`src/rtl/oversampled_cdr_if.sv`:
```
// Bundle of the sample stream into the CDR and the recovered-bit stream out of it.
//   Sample_in    : W-bit quantized channel sample (unsigned code)
//   Sample_valid : Sample_in is valid this cycle; low means the whole CDR stalls
//   Data_out     : recovered bit
//   Data_valid   : one-cycle strobe marking Data_out as valid
//   Locked       : CDR is in the LOCKED state
//   Edge_phase   : tracked edge position within the UI
// master = sample source / data consumer, slave = the CDR.
interface oversampled_cdr_if #(
  parameter int N = 10,
  parameter int W = 8
);
  logic [W-1:0]         Sample_in;
  logic                 Sample_valid;
  logic                 Data_out;
  logic                 Data_valid;
  logic                 Locked;
  logic [$clog2(N)-1:0] Edge_phase;

  modport master (
    output Sample_in, Sample_valid,
    input  Data_out, Data_valid, Locked, Edge_phase
  );

  modport slave (
    input  Sample_in, Sample_valid,
    output Data_out, Data_valid, Locked, Edge_phase
  );
endinterface

```
`src/rtl/oversampled_cdr.sv`:
```
// Oversampled clock-and-data recovery. Each channel code is sliced with
// hysteresis, transitions are located on an N-phase counter, the tracked edge
// position steers a mid-eye sample phase, and one recovered bit per UI is
// emitted with a strobe. An ACQUIRE/TRACK/LOCKED FSM decides how hard the
// edge position follows observed transitions.
// Ports:
//   Sample_CLK : sample clock, all logic on its rising edge
//   Rst        : synchronous active-high reset
//   bus        : slave side of oversampled_cdr_if (samples in, bits/status out)
// N must be even and >= 4; THRESH must be >= HYST.
module oversampled_cdr #(
  parameter int N          = 10,
  parameter int W          = 8,
  parameter int THRESH     = 128,
  parameter int HYST       = 4,
  parameter int LOCK_COUNT = 8,
  parameter int MISS_LIMIT = 4
) (
  input  logic             Sample_CLK,
  input  logic             Rst,
  oversampled_cdr_if.slave bus
);
  localparam int PW = $clog2(N);
  localparam int GW = $clog2(LOCK_COUNT + 1);
  localparam int MW = $clog2(MISS_LIMIT + 1);

  localparam logic [W:0]    HI_CODE = (W+1)'(THRESH + HYST);
  localparam logic [W:0]    LO_CODE = (W+1)'(THRESH - HYST);
  localparam logic [PW-1:0] PH_LAST = PW'(N - 1);
  localparam logic [PW-1:0] HALF    = PW'(N / 2);
  // Truncates to 0 when N is a power of two; the phase arithmetic is then
  // naturally modulo N, so the wrap-around formula below still holds.
  localparam logic [PW-1:0] N_MOD   = PW'(N);

  typedef enum logic [1:0] {ACQUIRE, TRACK, LOCKED} state_t;

  state_t        state;
  logic          slice_bit;
  logic [PW-1:0] ph;
  logic [PW-1:0] edge_pos;
  logic [GW-1:0] good_cnt;
  logic [MW-1:0] miss_cnt;
  logic          data_out;
  logic          data_valid;
  logic          locked;

  logic          slice_next;
  logic          edge_hit;
  logic          in_window;
  logic          toward_up;
  logic          fire;
  logic [W:0]    code;
  logic [PW-1:0] ph_next;
  logic [PW-1:0] diff;
  logic [PW-1:0] samp_ph;
  logic [PW-1:0] pos_up;
  logic [PW-1:0] pos_dn;

  // NOTE: every signal gets a default at the top of always_comb so no path
  // leaves it unassigned, which would otherwise infer a latch.
  always_comb begin
    code       = {1'b0, bus.Sample_in};
    slice_next = slice_bit;
    if (code >= HI_CODE) begin
      slice_next = 1'b1;
    end else if (code <= LO_CODE) begin
      slice_next = 1'b0;
    end
    edge_hit = (slice_next != slice_bit);

    ph_next = (ph == PH_LAST) ? '0 : ph + 1'b1;

    // (ph - edge_pos) mod N in 0..N-1; 0..N/2 reads as non-negative (the tie
    // N/2 counts as +N/2), N/2+1..N-1 as negative.
    if (ph >= edge_pos) begin
      diff = ph - edge_pos;
    end else begin
      diff = ph + N_MOD - edge_pos;
    end
    in_window = (diff <= PW'(1)) || (diff == PH_LAST);
    toward_up = (diff <= HALF);

    pos_up = (edge_pos == PH_LAST) ? '0 : edge_pos + 1'b1;
    pos_dn = (edge_pos == '0) ? PH_LAST : edge_pos - 1'b1;

    // Mid-eye phase derived from the current (pre-update) edge position.
    samp_ph = (edge_pos >= HALF) ? edge_pos - HALF : edge_pos + HALF;
    fire    = bus.Sample_valid && (state != ACQUIRE) && (ph == samp_ph);
  end

  // NOTE: Rst is sampled only on the clock edge; every state register,
  // including the outputs, returns to its idle value.
  // NOTE: registers use non-blocking assignments so all updates in this block
  // see the pre-edge values, e.g. the sample phase uses the old edge_pos.
  always_ff @(posedge Sample_CLK) begin
    if (Rst) begin
      state      <= ACQUIRE;
      slice_bit  <= 1'b0;
      ph         <= '0;
      edge_pos   <= '0;
      good_cnt   <= '0;
      miss_cnt   <= '0;
      data_out   <= 1'b0;
      data_valid <= 1'b0;
      locked     <= 1'b0;
    end else if (!bus.Sample_valid) begin
      data_valid <= 1'b0;
    end else begin
      slice_bit  <= slice_next;
      ph         <= ph_next;
      data_valid <= fire;
      if (fire) begin
        data_out <= slice_bit;
      end

      if (edge_hit) begin
        unique case (state)
          ACQUIRE: begin
            edge_pos <= ph;
            good_cnt <= '0;
            state    <= TRACK;
            locked   <= 1'b0;
          end
          TRACK: begin
            if (in_window) begin
              // Stepping by d from edge_pos lands exactly on ph.
              edge_pos <= ph;
              if (good_cnt != GW'(LOCK_COUNT)) begin
                good_cnt <= good_cnt + 1'b1;
              end
              if (good_cnt >= GW'(LOCK_COUNT - 1)) begin
                state    <= LOCKED;
                locked   <= 1'b1;
                miss_cnt <= '0;
              end
            end else begin
              edge_pos <= toward_up ? pos_up : pos_dn;
              good_cnt <= '0;
            end
          end
          LOCKED: begin
            if (in_window) begin
              edge_pos <= ph;
              miss_cnt <= '0;
            end else if (miss_cnt >= MW'(MISS_LIMIT - 1)) begin
              state    <= TRACK;
              locked   <= 1'b0;
              good_cnt <= '0;
              miss_cnt <= '0;
            end else begin
              miss_cnt <= miss_cnt + 1'b1;
            end
          end
          default: begin
            state  <= ACQUIRE;
            locked <= 1'b0;
          end
        endcase
      end
    end
  end

  assign bus.Data_out   = data_out;
  assign bus.Data_valid = data_valid;
  assign bus.Locked     = locked;
  assign bus.Edge_phase = edge_pos;
endmodule

```
`src/flat_wrapper.sv`:
```
// flat-port wrapper written by rule: the top's interface ports become plain ports
module oversampled_cdr_flat 
#(
  parameter int N          = 10,
  parameter int W          = 8,
  parameter int THRESH     = 128,
  parameter int HYST       = 4,
  parameter int LOCK_COUNT = 8,
  parameter int MISS_LIMIT = 4
)
  (Sample_CLK, Rst, bus_Sample_in, bus_Sample_valid, bus_Data_out, bus_Data_valid, bus_Locked, bus_Edge_phase);
  oversampled_cdr_if #(.N(N), .W(W)) bus_i ();
  input  logic Sample_CLK;
  input  logic Rst;
  input wire logic [$bits(bus_i.Sample_in)-1:0] bus_Sample_in;
  input wire logic [$bits(bus_i.Sample_valid)-1:0] bus_Sample_valid;
  output wire logic [$bits(bus_i.Data_out)-1:0] bus_Data_out;
  output wire logic [$bits(bus_i.Data_valid)-1:0] bus_Data_valid;
  output wire logic [$bits(bus_i.Locked)-1:0] bus_Locked;
  output wire logic [$bits(bus_i.Edge_phase)-1:0] bus_Edge_phase;
  assign bus_i.Sample_in = bus_Sample_in;
  assign bus_i.Sample_valid = bus_Sample_valid;
  assign bus_Data_out = bus_i.Data_out;
  assign bus_Data_valid = bus_i.Data_valid;
  assign bus_Locked = bus_i.Locked;
  assign bus_Edge_phase = bus_i.Edge_phase;
  oversampled_cdr #(.N(N), .W(W), .THRESH(THRESH), .HYST(HYST), .LOCK_COUNT(LOCK_COUNT), .MISS_LIMIT(MISS_LIMIT)) u_core (.Sample_CLK(Sample_CLK), .Rst(Rst), .bus(bus_i));
endmodule
```
`config.mk`:
```
export PLATFORM = sky130hd
export DESIGN_NAME = oversampled_cdr_flat
export DESIGN_NICKNAME = d
export VERILOG_FILES = /design/src/rtl/oversampled_cdr_if.sv /design/src/rtl/oversampled_cdr.sv /design/src/flat_wrapper.sv
export SDC_FILE = /design/constraint.sdc
export NUM_CORES = 1
export LEC_CHECK = 0
export ABC_AREA = 1
export BUFFER_PORTS_ARGS = -buffer_cell sky130_fd_sc_hd__buf_2
export CELL_PAD_IN_SITES_DETAIL_PLACEMENT = 0
export CELL_PAD_IN_SITES_GLOBAL_PLACEMENT = 1
export CORE_ASPECT_RATIO = 0.6
export CORE_MARGIN = 5
export CORE_UTILIZATION = 47
export CTS_BUF_LIST = sky130_fd_sc_hd__clkbuf_2
export CTS_CLUSTER_SIZE = 10
export DETAILED_ROUTE_END_ITERATION = 10
export PLACE_DENSITY = 0.92
export SLEW_MARGIN = 40
export SYNTH_ARGS = -nofsm -noshare
export SYNTH_HDL_FRONTEND = slang
export SYNTH_SLANG_ARGS = --single-unit
```
`constraint.sdc`:
```
create_clock -name Sample_CLK -period 5.6 [get_ports Sample_CLK]
set_clock_uncertainty 0.15 [all_clocks]
set_input_delay 1.12 -clock Sample_CLK [delete_from_list [all_inputs] [get_ports Sample_CLK]]
set_output_delay 1.12 -clock Sample_CLK [all_outputs]
set_load 0.005 [all_outputs]
```
; ---- After elaboration in Yosys (flattened, before gate mapping)
; Index checks and enable logic that the tools add are counted.
[word_totals]
elab_cells = 87
reg_bits = 21
[op_classes]
eq_ne = 14
muxes = 31
n_reduce_logical = 14
n_bitwise = 1
n_addsub = 10
n_lt_le_gt_ge = 8
[ops]
columns = cell, count
row1 = $mux W4, 12
row2 = $pmux W4 S3, 2
row3 = $add A4 B1 Y4 const B, 3
row4 = $eq A4 B4 Y1 const B, 3
row5 = $mux W3, 4
row6 = $reduce_and A6 Y1, 2
row7 = $ge A4 B3 Y1 const B, 2
row8 = $ge A8 B8 Y1 const B, 1
row9 = $le A8 B7 Y1 const B, 1
row10 = $mux W2, 4
row11 = $ne A2 B1 Y1 const B, 4
row12 = $sub A4 B4 Y4, 2
row13 = $mux W1, 6
row14 = $pmux W2 S3, 1
row15 = $pmux W3 S2, 1
row16 = $reduce_and A5 Y1, 1
row17 = $add A4 B3 Y4 const B, 1
row18 = $add A4 B4 Y4 const B, 1
row19 = $eq A4 B4 Y1, 1
row20 = $ge A4 B4 Y1, 1
row21 = $le A4 B1 Y1 const B, 1
row22 = $le A4 B3 Y1 const B, 1
row23 = $logic_not A4 Y1, 1
row24 = $ne A4 B4 Y1 const B, 1
row25 = other kinds (19), 21

; ---- Depth between registers and ports, before layout
[logic_depth]
word_depth = 7
ltp_mapped = 17

; ---- Least setup slack after synthesis
; No wires, ideal clock.
[synth_path]
path_type = register to register
start = reg u_core.edge_pos[1], in the netlist u_core.bus.Edge_phase[1]
end = reg u_core.good_cnt[2]
path_slack_ns = 2.932
t_arrival_ns = 2.404
path_stages_with_launch = 17
required_time_ns = 5.337
cell_sequence = dfxtp_1 -> inv_1 -> ha_1 -> inv_1 -> ha_1 -> inv_1 -> fa_1 -> nand3b_1 -> nand2_2 -> nor2_2 -> nand2_4 -> nand2_2 -> nand2_4 -> nand3_4 -> clkinv_2 -> nor2_1 -> nor2_1
[synth_between]
elab_chain_len = 6
[synth_rtl]
columns = element, line_no
row1 = from (decl), oversampled_cdr.sv:40  ; logic [PW-1:0] edge_pos;
row2 = from (signal assigned), oversampled_cdr.sv:119  ; edge_pos <= ph;
row3 = from (signal assigned), oversampled_cdr.sv:127  ; edge_pos <= ph;
row4 = from (signal assigned), oversampled_cdr.sv:137  ; edge_pos <= toward_up ? pos_up : pos_dn;
row5 = "$sub A4 B4 Y4, or another cell as far along", oversampled_cdr.sv:78  ; diff = ph + N_MOD - edge_pos;
row6 = $mux W4 *, oversampled_cdr.sv:75  ; if (ph >= edge_pos) begin
row7 = $le A4 B1 Y1 / $eq A4 B4 Y1 (equally long branches), oversampled_cdr.sv:80  ; in_window = (diff <= PW'(1)) || (diff == PH_LAST);
row8 = $logic_or A1 B1 Y1 *, oversampled_cdr.sv:80
row9 = "$ne A3 B3 Y1 (no line), or another cell as far along", -
row10 = $reduce_and A6 Y1 (no line) / $pmux W4 S3 (equally long branches), -
row11 = to (signal assigned), oversampled_cdr.sv:129  ; good_cnt <= good_cnt + 1'b1;
row12 = to (decl), oversampled_cdr.sv:41  ; logic [GW-1:0] good_cnt;
; Mark *: on every way between the ends. The rest lies on a longest branch, timed or not.
; A chain may end at the register's enable or synchronous reset.

; ---- Worst setup path in the final report
[layout_path]
start = reg u_core.edge_pos[1], in the netlist u_core.bus.Edge_phase[1]
end = reg u_core.edge_pos[0], in the netlist u_core.bus.Edge_phase[0]
[layout_between]
elab_chain_len = 6
[layout_rtl]
columns = element, line_no
row1 = "$sub A4 B4 Y4, or another cell as far along", oversampled_cdr.sv:78
row2 = $mux W4, oversampled_cdr.sv:75
row3 = "$le A4 B3 Y1, or another cell as far along", oversampled_cdr.sv:81  ; toward_up = (diff <= HALF);
row4 = $mux W4 / $logic_or A1 B1 Y1 (equally long branches), "oversampled_cdr.sv:137, oversampled_cdr.sv:80"
row5 = $mux W4 / $ne A2 B1 Y1 (equally long branches), -
row6 = $pmux W4 S3 / $reduce_and A4 Y1 (equally long branches), -
; Several ways; a longest one is shown, not always the timed one.

==> reports/qor.txt <==
Yosys warning count - 0
Final setup vio count - 0
Leakage - 0.000981 uW
Most used cell, CP - inv_1
Pre-CTS setup slack - 2710 ps
# hold bufs at CTS - 0
Worst path slowest cell - dfxtp_1
GRT Total Usage - 16.5%
Largest net degree at the start of global routing - 15
DR WL/cell - 12.0 um
Syn Nets - 306
Worst Tran Pin Value - 541 ps
Setup_tns - 0 ps
Final core utilization - 53.2%
Nature of the critical path startpoint - flip-flop
Ant. Diodes - 0
WS Path Type - reg2reg
Period utilization - 52.2%
Worst-Skew Late Latency - 330 ps
Yosys reg bits - 20
Critical Path, Cell by Cell - inv_1 -> ha_1 -> inv_1 -> ha_1 -> inv_1 -> fa_1 -> nand3b_1 -> nand2_2 -> nand2_1 -> nand2_1 -> inv_2 -> a21oi_1 -> nand3_1 -> nand3_1 -> nand2_1 -> inv_1
Initial antenna violation count - 0
Synth Cell Area - 1810 sq um
Outcome - finished clean
CTS Buffer Depth - 2
CP Capture Type - flip-flop
Vias - 1,690
Number of global-route vias before repair - 1,468
Core area - 3680 sq um
Post CTS Setup Buffer Count - 0
Slew margin rel. - 63.6%
RSZ-0062 raised after global routing - no
Max-slew violations - 0
CTS clk-pin slew, worst paths - 200 ps
Max_cap viols - 0
Post_cts resized - 0
DIE HEIGHT - 58.0 um
Htree depth - 1
Share of layout cells above drive strength 1 - 15.3%
I/O pin count - 18
DIE AREA - 5220 sq um
Post-synth cell types - 30
Final WS setup - 2680 ps
Sequential fraction of the synthesis area - 22.2%
Hold Crit Class - reg2reg
Port Buffers - 17
GPL Wtd Cong - 0.907
Critical path required time - 5740 ps
GRT overflow - 0
Clock sinks - 20
Synthesized area per cell - 6.57 sq um
CTS Buf Count - 3
Syn Inst Count - 275
Antenna-violating nets left - 0
FILL cells - 387
Placed wire-length estimate - 3330 um
Final net count - 326
Starting Density - 49.1%
DRC errors left - 0
Multi-input logic area - 1240 sq um
First-pass GRT wire length - 7040 um
WP data arrival - 3060 ps
Drt first-iter violations - 138
1st-pass router iterations - 4
Placed inst area - 1940 sq um
Primary FF master, synth - dfxtp_1
PD cells - 239 nW/um^2
Sequential Area - 400 sq um
Root Buffer - clkbuf_2
Vias/cell - 4.96
Min cycle time layout - 2920 ps
Number of synthesized flops with an enable pin - 0
Synth-to-layout area growth - 8.45%
Die span in x - 90.0 um
Final wirelength - 4100 um
CTS tree - built
Asr flop ratio synth - 0%
Overall power - 468 uW
Max Clock Freq - 342 MHz
Final hold vios - 0
Largest stage delay on the critical path - 510 ps
CP Max Fanout - 7
Row count - 17
Maximum vdd drop - 0.0980 mV
Final Instance Area - 1960 sq um
==> final timing paths <==
| check | start | end | slack [ps] | cells after the start |
|---|---|---|---|---|
| hold / removal | u_core.state[0] | u_core.state[0] | 380 | 2 |
| setup reg to reg | u_core.bus.Edge_phase[1] | u_core.bus.Edge_phase[0] | 2680 | 16 |
| setup / recovery | u_core.bus.Edge_phase[1] | u_core.bus.Edge_phase[0] | 2680 | 16 |
| hold reg to reg | u_core.state[0] | u_core.state[0] | 380 | 2 |
==> layout by cell type, fill, tap and decap left out, types with 3 or more instances in the layout <==
master / instances
nand2_2: 8
xnor2_1: 3
nor3_1: 8
o21ai_0: 12
nand2_1: 58
ha_1: 17
fa_1: 3
nand3_1: 16
buf_2: 17
inv_2: 6
dfxtp_1: 20
inv_1: 35
nand2_4: 3
o21ai_1: 10
xor2_1: 6
a21oi_1: 13
clkbuf_2: 3
nor2_1: 40
==> per-stage QoR <==
stage / hold WS, ps / std cells
after CTS: 375 / 341
final: 375 / 341
after global placement: 343 / 337
after detailed placement: 352 / 337
after global routing: 407 / 341
after floorplan: 316 / 275
==> final cells by class <==
class / instances / area share (%)
flip-flops and latches: 20 / 20.4
repair buffers: 17 / 4.34
clock buffers: 3 / 0.766
inverters: 42 / 8.11
clock inverters: 1 / 0.192
multi-input cells: 211 / 63.2
well taps: 47 / 3.00
==> synthesized netlist by cell type, types with 2 or more instances <==
master	count	area [sq um]
nand2_4	3	33.8
nand2_2	8	50.1
fa_1	3	60.1
o21ai_0	12	60.1
a21oi_1	13	65.1
dfxtp_1	20	400
nor3_1	8	40.0
nor2_1	40	150
nand2_1	58	218
nand3b_1	2	15.0
nand3_1	16	80.1
xnor2_1	3	26.3
ha_1	17	213
inv_2	6	22.5
o21ai_1	10	50.1
buf_2	2	10.0
xor2_1	6	52.6
inv_1	35	131
nand3_2	2	20.0
==> routing by layer <==
metal  global-route usage, %  part of all wire [%]  up-vias
met4                    3.18                  0.15        0
met2                    20.9                    34       41
met5                       0                     0        -
li1                        -                     -      917
met3                    3.24                   5.0        2
met1                    27.6                    61      730
==> worst max-delay path, delay by kind of cell (launching register included) <==
kind	cells	cell delay [ps]
AOI/OAI and AO/OA	1	160
buffers and inverters	5	400
adders and majority gates	3	940
DFF	1	510
and+or+nand+nor	7	730
==> flip-flops by register name (all words and copies together), names as in the netlist <==
register,cells
u_core.bus.Data_valid,1
u_core.ph,4
u_core.bus.Data_out,1
u_core.miss_cnt,3
u_core.bus.Edge_phase,4
u_core.good_cnt,4
u_core.state,2
u_core.slice_bit,1
==> cells by family (layout without fill, tap and decap cells) <==
family / count (synthesis) / in the layout / synth area share [%]
AOI/OAI and AO/OA: 38 / 38 / 11.0
and+or+nand+nor: 144 / 144 / 38.0
buffers and inverters: 44 / 63 / 9.35
adders and majority gates: 20 / 20 / 15.1
DFF: 20 / 20 / 22.2
xor gates and xnor gates: 9 / 9 / 4.36
==> power breakdown <==
part / switching (uW) / internal [uW] / leakage (uW) / total (uW)
Sequential: 15.3 / 154 / 0.000164 / 169
Combinational: 152 / 83.6 / 0.000804 / 236
Clock: 47.3 / 15.5 / 0.0000140 / 62.9
Total: 215 / 253 / 0.000981 / 468
Power figures use the tool's default switching activity.
